--- config.mk ---
export PLATFORM = sky130hd
export DESIGN_NAME = key_matrix_scanner
export DESIGN_NICKNAME = d
export VERILOG_FILES = /design/src/rtl/key_matrix_scanner.sv
export SDC_FILE = /design/constraint.sdc
export NUM_CORES = 1
export LEC_CHECK = 0
export ABC_AREA = 1
export ABC_CLOCK_PERIOD_IN_PS = 4100
export BUFFER_PORTS_ARGS = -buffer_cell sky130_fd_sc_hd__clkbuf_2
export CAP_MARGIN = 10
export CORE_MARGIN = 4
export CORE_UTILIZATION = 50
export DETAILED_ROUTE_END_ITERATION = 16
export PLACE_DENSITY = 0.68
export SLEW_MARGIN = 20
export SYNTH_ARGS = -nofsm -noshare
export SYNTH_HDL_FRONTEND = slang
export SYNTH_SLANG_ARGS = --single-unit
--- constraint.sdc ---
create_clock -name clk -period 4.1 [get_ports clk]
set_clock_uncertainty 0.1 [all_clocks]
set_input_delay 0.205 -clock clk [delete_from_list [all_inputs] [get_ports clk]]
set_output_delay 0.205 -clock clk [all_outputs]
set_load 0.005 [all_outputs]
--- src/rtl/key_matrix_scanner.sv ---
// key_matrix_scanner: scans a COLS x ROWS key matrix one column at a time.
// Each key is debounced across consecutive scans, and debounced press/release
// changes are queued as {pressed, key_code} events in a ready/valid FIFO.
// Ports:
//   clk, reset (async, active-low)
//   scan_enable   - run continuous scanning while high
//   row_in        - raw row pins, active-low (pulled up)
//   col_drive     - column pins, active-low one-hot, all ones when idle
//   event_valid / event_ready / event_data - event FIFO head, {pressed, code}
//   key_state     - debounced pressed state, bit col*ROWS+row
//   overflow      - sticky, an event was dropped on a full FIFO
module key_matrix_scanner #(
  parameter int unsigned COLS     = 9,
  parameter int unsigned ROWS     = 8,
  parameter int unsigned SETTLE   = 1000,
  parameter int unsigned DEBOUNCE = 3,
  parameter int unsigned DEPTH    = 8,
  parameter int unsigned KW       = $clog2(COLS * ROWS)
) (
  input  logic                   clk,
  input  logic                   reset,
  input  logic                   scan_enable,
  input  logic [ROWS-1:0]        row_in,
  output logic [COLS-1:0]        col_drive,
  output logic                   event_valid,
  input  logic                   event_ready,
  output logic [KW:0]            event_data,
  output logic [COLS*ROWS-1:0]   key_state,
  output logic                   overflow
);

  localparam int unsigned KEYS = COLS * ROWS;
  localparam int unsigned CW   = (COLS > 1) ? $clog2(COLS) : 1;
  localparam int unsigned RW   = (ROWS > 1) ? $clog2(ROWS) : 1;
  localparam int unsigned SW   = $clog2(SETTLE);
  localparam int unsigned PW   = $clog2(DEPTH);

  localparam logic [1:0] S_IDLE    = 2'd0;
  localparam logic [1:0] S_SETTLE  = 2'd1;
  localparam logic [1:0] S_COMPARE = 2'd2;
  localparam logic [1:0] S_NEXT    = 2'd3;

  localparam logic [COLS-1:0] COL_ONE = COLS'(1);

  logic [ROWS-1:0]           row_s1_q, row_s1_d, row_s2_q, row_s2_d;
  logic [1:0]                state_q, state_d;
  logic [CW-1:0]             col_q, col_d;
  logic [RW-1:0]             row_q, row_d;
  logic [SW-1:0]             cnt_q, cnt_d;
  logic [ROWS-1:0]           sample_q, sample_d;
  logic [COLS-1:0]           col_drive_q, col_drive_d;
  logic [KEYS-1:0]           stable_q, stable_d;
  logic [KEYS-1:0][2:0]      dcnt_q, dcnt_d;
  logic [DEPTH-1:0][KW:0]    mem_q, mem_d;
  logic [PW-1:0]             wr_q, wr_d, rd_q, rd_d;
  logic [PW:0]               count_q, count_d;
  logic                      valid_q, valid_d;
  logic [KW:0]               head_q, head_d;
  logic                      ovf_q, ovf_d;

  logic                      push, pop, full, accept;
  logic [KW:0]               push_data;
  logic [KW-1:0]             key_idx;

  // Scan sequencer and per-key debounce.
  always_comb begin
    row_s1_d    = row_in;
    row_s2_d    = row_s1_q;
    state_d     = state_q;
    col_d       = col_q;
    row_d       = row_q;
    cnt_d       = cnt_q;
    sample_d    = sample_q;
    col_drive_d = col_drive_q;
    stable_d    = stable_q;
    dcnt_d      = dcnt_q;
    push        = 1'b0;
    push_data   = '0;
    key_idx     = '0;
    case (state_q)
      S_IDLE: begin
        col_drive_d = '1;
        if (scan_enable) begin
          col_drive_d = ~(COL_ONE << col_q);
          cnt_d       = '0;
          state_d     = S_SETTLE;
        end
      end
      S_SETTLE: begin
        cnt_d = cnt_q + SW'(1);
        if (cnt_q == SW'(SETTLE - 1)) begin
          // Rows are active-low: a low pin means a pressed key.
          sample_d = ~row_s2_q;
          row_d    = '0;
          state_d  = S_COMPARE;
        end
      end
      S_COMPARE: begin
        key_idx = KW'(col_q) * KW'(ROWS) + KW'(row_q);
        if (sample_q[row_q] == stable_q[key_idx]) begin
          dcnt_d[key_idx] = 3'd0;
        end else if (dcnt_q[key_idx] == 3'(DEBOUNCE - 1)) begin
          stable_d[key_idx] = ~stable_q[key_idx];
          dcnt_d[key_idx]   = 3'd0;
          push              = 1'b1;
          push_data         = {~stable_q[key_idx], key_idx};
        end else begin
          dcnt_d[key_idx] = dcnt_q[key_idx] + 3'd1;
        end
        row_d = row_q + RW'(1);
        if (row_q == RW'(ROWS - 1)) state_d = S_NEXT;
      end
      S_NEXT: begin
        col_d = (col_q == CW'(COLS - 1)) ? '0 : col_q + CW'(1);
        if (scan_enable) begin
          col_drive_d = ~(COL_ONE << col_d);
          cnt_d       = '0;
          state_d     = S_SETTLE;
        end else begin
          col_drive_d = '1;
          state_d     = S_IDLE;
        end
      end
      default: begin
        col_drive_d = '1;
        state_d     = S_IDLE;
      end
    endcase
  end

  // Event FIFO; head is registered so event_data comes straight from a flop.
  always_comb begin
    mem_d   = mem_q;
    wr_d    = wr_q;
    rd_d    = rd_q;
    count_d = count_q;
    ovf_d   = ovf_q;
    pop     = valid_q && event_ready;
    full    = (count_q == (PW+1)'(DEPTH));
    accept  = push && (!full || pop);
    if (accept) begin
      mem_d[wr_q] = push_data;
      wr_d        = wr_q + PW'(1);
    end
    if (push && !accept) ovf_d = 1'b1;
    if (pop) rd_d = rd_q + PW'(1);
    case ({accept, pop})
      2'b10:   count_d = count_q + (PW+1)'(1);
      2'b01:   count_d = count_q - (PW+1)'(1);
      default: count_d = count_q;
    endcase
    valid_d = (count_d != '0);
    head_d  = mem_d[rd_d];
  end

  always_ff @(posedge clk or negedge reset) begin
    if (!reset) begin
      row_s1_q    <= '0;
      row_s2_q    <= '0;
      state_q     <= S_IDLE;
      col_q       <= '0;
      row_q       <= '0;
      cnt_q       <= '0;
      sample_q    <= '0;
      col_drive_q <= '1;
      stable_q    <= '0;
      dcnt_q      <= '0;
      mem_q       <= '0;
      wr_q        <= '0;
      rd_q        <= '0;
      count_q     <= '0;
      valid_q     <= 1'b0;
      head_q      <= '0;
      ovf_q       <= 1'b0;
    end else begin
      row_s1_q    <= row_s1_d;
      row_s2_q    <= row_s2_d;
      state_q     <= state_d;
      col_q       <= col_d;
      row_q       <= row_d;
      cnt_q       <= cnt_d;
      sample_q    <= sample_d;
      col_drive_q <= col_drive_d;
      stable_q    <= stable_d;
      dcnt_q      <= dcnt_d;
      mem_q       <= mem_d;
      wr_q        <= wr_d;
      rd_q        <= rd_d;
      count_q     <= count_d;
      valid_q     <= valid_d;
      head_q      <= head_d;
      ovf_q       <= ovf_d;
    end
  end

  assign col_drive   = col_drive_q;
  assign event_valid = valid_q;
  assign event_data  = head_q;
  assign key_state   = stable_q;
  assign overflow    = ovf_q;

endmodule

**Yosys cells after proc, flatten, opt, wreduce, memory -nomap -nowiden**

Index checks and enable logic that the tools add are counted.

- Add/sub/neg operators: 9
- $lt $le $gt $ge: 6
- Equality and inequality tests: 15
- Shift-type cells: 2
- Multiplexer cells: 41
- Bitwise operators: 7
- Reductions and logical operators: 19

Operators by type and width:

| kind | number |
|---|---|
| $mux W216 | 2 |
| $and A216 B216 Y216 | 1 |
| $bwmux W216 | 1 |
| $not A216 Y216 | 1 |
| $bwmux W72 | 1 |
| $bwmux W64 | 1 |
| $mux W64 | 1 |
| $mux W8 | 5 |
| $bmux W8 S3 | 1 |
| $demux W8 S3 | 1 |
| $bmux W3 S7 | 1 |
| $demux W3 S7 | 1 |
| $pmux W10 S2 | 1 |
| $mux W9 | 2 |
| $not A9 Y9 | 2 |
| $pmux W9 S2 | 1 |
| $shl A1 B4 Y9 const A | 2 |
| $add A3 B1 Y3 const B | 4 |
| $lt A3 B4 Y1 const B | 3 |
| $mux W3 | 4 |
| $add A10 B1 Y10 const B | 1 |
| $eq A10 B10 Y1 const B | 1 |
| $mux W10 | 1 |
| $add A4 B1 Y4 const B | 2 |
| 33 further kinds | 58 |

- Bits in registers: 424
- Input port bits: 12
- Output and inout port bits: 91

**Logic depth before layout (Yosys ltp)**

- Word-level depth: 11
- Gate-level depth with buffers: 27

**Worst setup path before layout**

Ideal clock, no wire load.

- Kind: register to register
- Start point: register row_q[1]
- End point: register valid_q (netlist: event_valid)
- Library setup time: 0.139 ns
- Arrival time: 4.230 ns
- Slack: -0.369 ns
- Stages on the path, launching flop included: 25
- Period minus slack after synthesis: 4.469 ns
- Path through: dfrtp_1 > inv_2 > buf_2 > nand2_1 > nor2_1 > clkbuf_1 > a22oi_1 > o2111ai_1 > nand2_1 > nand3_1 > a21oi_1 > o221ai_1 > ha_1 > nand4_2 > nor2_4 > nand2_4 > buf_2 > ha_1 > xor2_1 > ha_1 > a21oi_1 > a21oi_1 > o21ai_0 > o21a_1 > or4_1

- Word-level cells in the longest chain between the ends: 11
- Elaborated cells on any way between the ends: 17
- Those cells by class: add/sub: 1; eq/ne: 4; mux: 10; reduce/logical: 2

RTL lines:

| item | RTL line | RTL |
|---|---|---|
| start, declared | 48 | `logic [RW-1:0] row_q, row_d;` |
| start signal, assigned | 180 | `row_q <= row_d;` |
| $add A7 B3 Y7 | 99 | `key_idx = KW'(col_q) * KW'(ROWS) + KW'(row_q);` |
| $bmux W3 S7 | 102 | `end else if (dcnt_q[key_idx] == 3'(DEBOUNCE - 1)) begin` |
| $mux W3 (not written as such) | 102 |  |
| $eq A3 B2 Y1 | 102 |  |
| $mux W1 | 102 |  |
| $mux W1 (*) | 100 | `if (sample_q[row_q] == stable_q[key_idx]) begin` |
| $mux W1 (*) | 80 | `case (state_q)` |
| $logic_and A1 B1 Y1 (*) | 140 | `accept = push && (!full \|\| pop);` |
| $eq A2 B1 Y1 / $eq A2 B2 Y1 (equally long branches) | 147 | `case ({accept, pop})` |
| $pmux W4 S2 (*) | 147 |  |
| via count_d[2] | 56 | `logic [PW:0] count_q, count_d;` |
| $reduce_bool A4 Y1 (*) | 152 | `valid_d = (count_d != '0);` |
| via valid_d | 57 | `logic valid_q, valid_d;` |
| end signal, assigned | 190 | `valid_q <= valid_d;` |
| end, declared | 57 |  |

The timed path passes the listed nets; every way through them passes the cells marked *. The select of a mux whose other input is x is not followed.
A chain may end at the register's enable or synchronous reset.

**Worst setup path after layout**

Same ends and word-level chain as after synthesis.

==> impl_metrics.yaml <==
clocking:
  clk_pin_slew_ns: 0.06
  clkLatencyLatePin_ns: 0.60
  numClockSinks: 424
  clockBufferDepth: 3
  root_buffer: "clkbuf_16"
  cts_buffers: 47
  h-tree-depth: 2
  tritoncts: "built"
setup_path:
  rr_worst_depth: 24
  worst-r2r-setup-slack_ns: 0.01
  worstPathCellList: "buf_12, nand2_8, nor2_4, inv_4, o22ai_1, a221oi_2, nand3_1, o21ai_0, nand2_1, nor2_2, o211ai_1, inv_1, ha_2, nand4_4, nor2_4, nand2_4, ha_4, xor2_2, ha_2, a21oi_2, a21oi_2, o21ai_0, o21a_1, or4_4"
  r2r_start: "row_q[1]$_DFFE_PN0P_"
  cp-end-kind: "flop"
  cp-start-kind: "flop"
  cp_data_arrival_time_ns: 4.45
  r2r_end: "event_valid$_DFF_PN0_"
  worstPathRequired_ns: 4.46
  crit_path_max_incr_delay_ns: 0.52
  crit_slowest_cell: "or4_4"
  crit_type: "flop to flop"
  cp_max_fo: 7
pwr:
  power_w: 0.01546
  powerDensity_nw_per_um2: 613.0
  ir_drop_mv: 0.4447
  p_leak_nw: 12.30
die:
  dieArea_um2: 45240
  pin_count: 103
  die_h_um: 212.7
  start_util_pct: 50.96
  rows: 74
  die_w_um: 212.7
  core_um2: 41110
placement:
  placedCellCount: 3372
  io_buffer_count: 102
  place_congestion: 1.015
  hpwl_um: 49050
  dpl_cell_area_um2: 23260
detailed_routing:
  wl_um: 70440
  dr.pass1.iters: 6
  dr_total_vias: 19880
  via_per_inst: 5.713
  wire_per_inst_um: 20.24
  drc: 0
  ant_nets: 0
  drt_iter0_markers: 1878
global_routing:
  grt_max_degree: 102
  grt_pass1_wl_um: 109100
  grt_antenna_before_repair: 0
  grt_pass1_vias: 19250
  grt-ovfl-total: 0
  grt_util_all_layers_pct: 30.98
synthesis:
  async_flop_share_pct: 100.0
  synth_cells: 2657
  synth_edf_count: 0
  synth.cell_area_um2: 20950
  yosysUniqueCellTypes: 53
  yosys_warnings: 0
  yosysSeqAreaShare_pct: 50.70
  synth_flop_cell: "dfrtp_1"
  syn_avg_cell_area_um2: 7.885
  synth_fp_nets: 2690
  ys_seq_elements: 424
finish:
  drive_above_1_share_pct: 16.86
  num_antenna_cells: 0
  final_util_pct: 61.34
  fin_nets: 2944
  stdcell_count: 3480
  final_area_um2: 25220
  layout_common_cells: "nand2_1, dfrtp_1, o21ai_0, inv_1, buf_4"
  nFillCells: 3574
  final_common_cell: "nand2_1"
  areaGrowthSynthToFinish_pct: 20.37
sta:
  hold_violations: 0
  max_freq_mhz: 244.8
  worstMarginPinSlew_ns: 1.093
  rsz0062_at_grt: "yes"
  holdWs_ns: 0.09543
  timing.final.max_slew_violations: 0
  slew_headroom_pct: 26.65
  setup_viol: 0
  min_period_ns: 4.085
  finalCritPeriodShare_pct: 99.64
run:
  maxCapViolations: 0
run_status:
  outcome: "complete, no violations"
hold_path:
  hp-class: "input pin to asynchronous set/reset pin"
==> sequential cells by signal, summed over array words and instances (netlist names), 2 cells and up <==
| signal | cells |
|---|---|
| key_state | 72 |
| row_q | 3 |
| col_q | 4 |
| state_q | 2 |
| dcnt_q | 216 |
| rd_q | 3 |
| row_s1_q | 8 |
| mem_q | 64 |
| sample_q | 8 |
| wr_q | 3 |
| count_q | 4 |
| cnt_q | 10 |
| col_drive | 9 |
| row_s2_q | 8 |
| event_data | 8 |
==> where the power goes <==
group	switching (W)	internal, W
Combinational	0.00453	0.00190
Clock	0.00176	0.00248
Sequential	0.000250	0.00455
Total	0.00654	0.00892
==> final cells by class <==
type / count / area, um2 / share of cell area (%)
Inverter: 240 / 925.9 / 3.672
Tap cell: 532 / 665.6 / 2.640
Sequential cell: 424 / 10630 / 42.14
Clock buffer: 71 / 1436 / 5.696
Multi-Input combinational cell: 1873 / 9041 / 35.85
Timing Repair Buffer: 325 / 2409 / 9.551
Clock inverter: 15 / 113.9 / 0.4515
==> worst max-delay path by stage <==
stage | endpoint | from | slack [ns]
after CTS | event_valid$_DFF_PN0_ | row_q[1]$_DFFE_PN0P_ | 0.002
after floorplan | event_valid$_DFF_PN0_ | row_q[0]$_DFFE_PN0P_ | 0.0009
after global routing | event_valid$_DFF_PN0_ | row_q[1]$_DFFE_PN0P_ | -0.19
final | event_valid$_DFF_PN0_ | row_q[1]$_DFFE_PN0P_ | 0.01
after detailed placement | event_valid$_DFF_PN0_ | row_q[0]$_DFFE_PN0P_ | -0.17
after global placement | event_valid$_DFF_PN0_ | row_q[0]$_DFFE_PN0P_ | -0.02
==> metal layers <==
metal | track usage, % | wire length (um)
met5 | 0.5388 | 29
met1 | 41.62 | 28430
met3 | 7.405 | 7090
met2 | 48.94 | 31880
met4 | 12.35 | 3008
==> synth_stat cells (7+ instances only) <==
| library cell | instances | share of area, % |
|---|---|---|
| o21ai_0 | 336 | 8.0 |
| buf_6 | 15 | 0.81 |
| dfrtp_1 | 415 | 50 |
| o22ai_1 | 12 | 0.36 |
| buf_2 | 31 | 0.74 |
| nor2_1 | 189 | 3.4 |
| clkinv_1 | 9 | 0.16 |
| a22o_1 | 7 | 0.29 |
| a221oi_1 | 19 | 0.79 |
| dfstp_2 | 9 | 1.1 |
| nor3_1 | 8 | 0.19 |
| mux2_2 | 29 | 1.6 |
| nand2_1 | 904 | 16 |
| clkbuf_1 | 65 | 1.2 |
| inv_2 | 8 | 0.14 |
| nand3_1 | 147 | 3.5 |
| nor2_2 | 7 | 0.21 |
| a21oi_1 | 20 | 0.48 |
| ha_1 | 21 | 1.3 |
| nand4_1 | 64 | 1.9 |
| o21ai_1 | 29 | 0.69 |
| o2111ai_1 | 7 | 0.29 |
| a22oi_1 | 14 | 0.50 |
| inv_1 | 222 | 4.0 |
==> critical path: cells and delay by family (launching register included) <==
kind,cells,cell delay [ns]
DFF,1,0.43
AOI/OAI and AO/OA,8,1.00
xor gates and xnor gates,1,0.15
buffers and inverters,3,0.34
and+or+nand+nor,9,1.36
adders and majority gates,3,0.57
==> logic make-up (layout without fill, tap and decap cells) <==
family,count (synthesis),count (layout),share of synthesized area (%)
flip-flops,424,424,50.70
AND/OR/NAND/NOR,1338,1338,26.22
adder cells (fa/ha/maj),21,21,1.254
XOR/XNOR,11,11,0.4599
multiplexers,30,30,1.607
buffers and inverters,360,651,7.256
AO/OA/AOI/OAI,473,473,12.51
==> through the flow <==
step           setup TNS (ns)  setup slack (ns)
5_1_grt               -0.2105           -0.1862
3_3_place_gp         -0.02337          -0.02337
4_1_cts                     0          0.001704
2_1_floorplan               0         0.0009108
3_5_place_dp          -0.1784           -0.1683
6_report                    0           0.01488
==> what timing repair did <==
action	4_1_cts	5_1_grt
buffers inserted	7	5
resized for setup	16	34
hold endpoints to repair	84	0
pin swaps	7	18
endpoints found under the setup margin	5	9
hold buffers	10	0
Power figures use the tool's default switching activity.
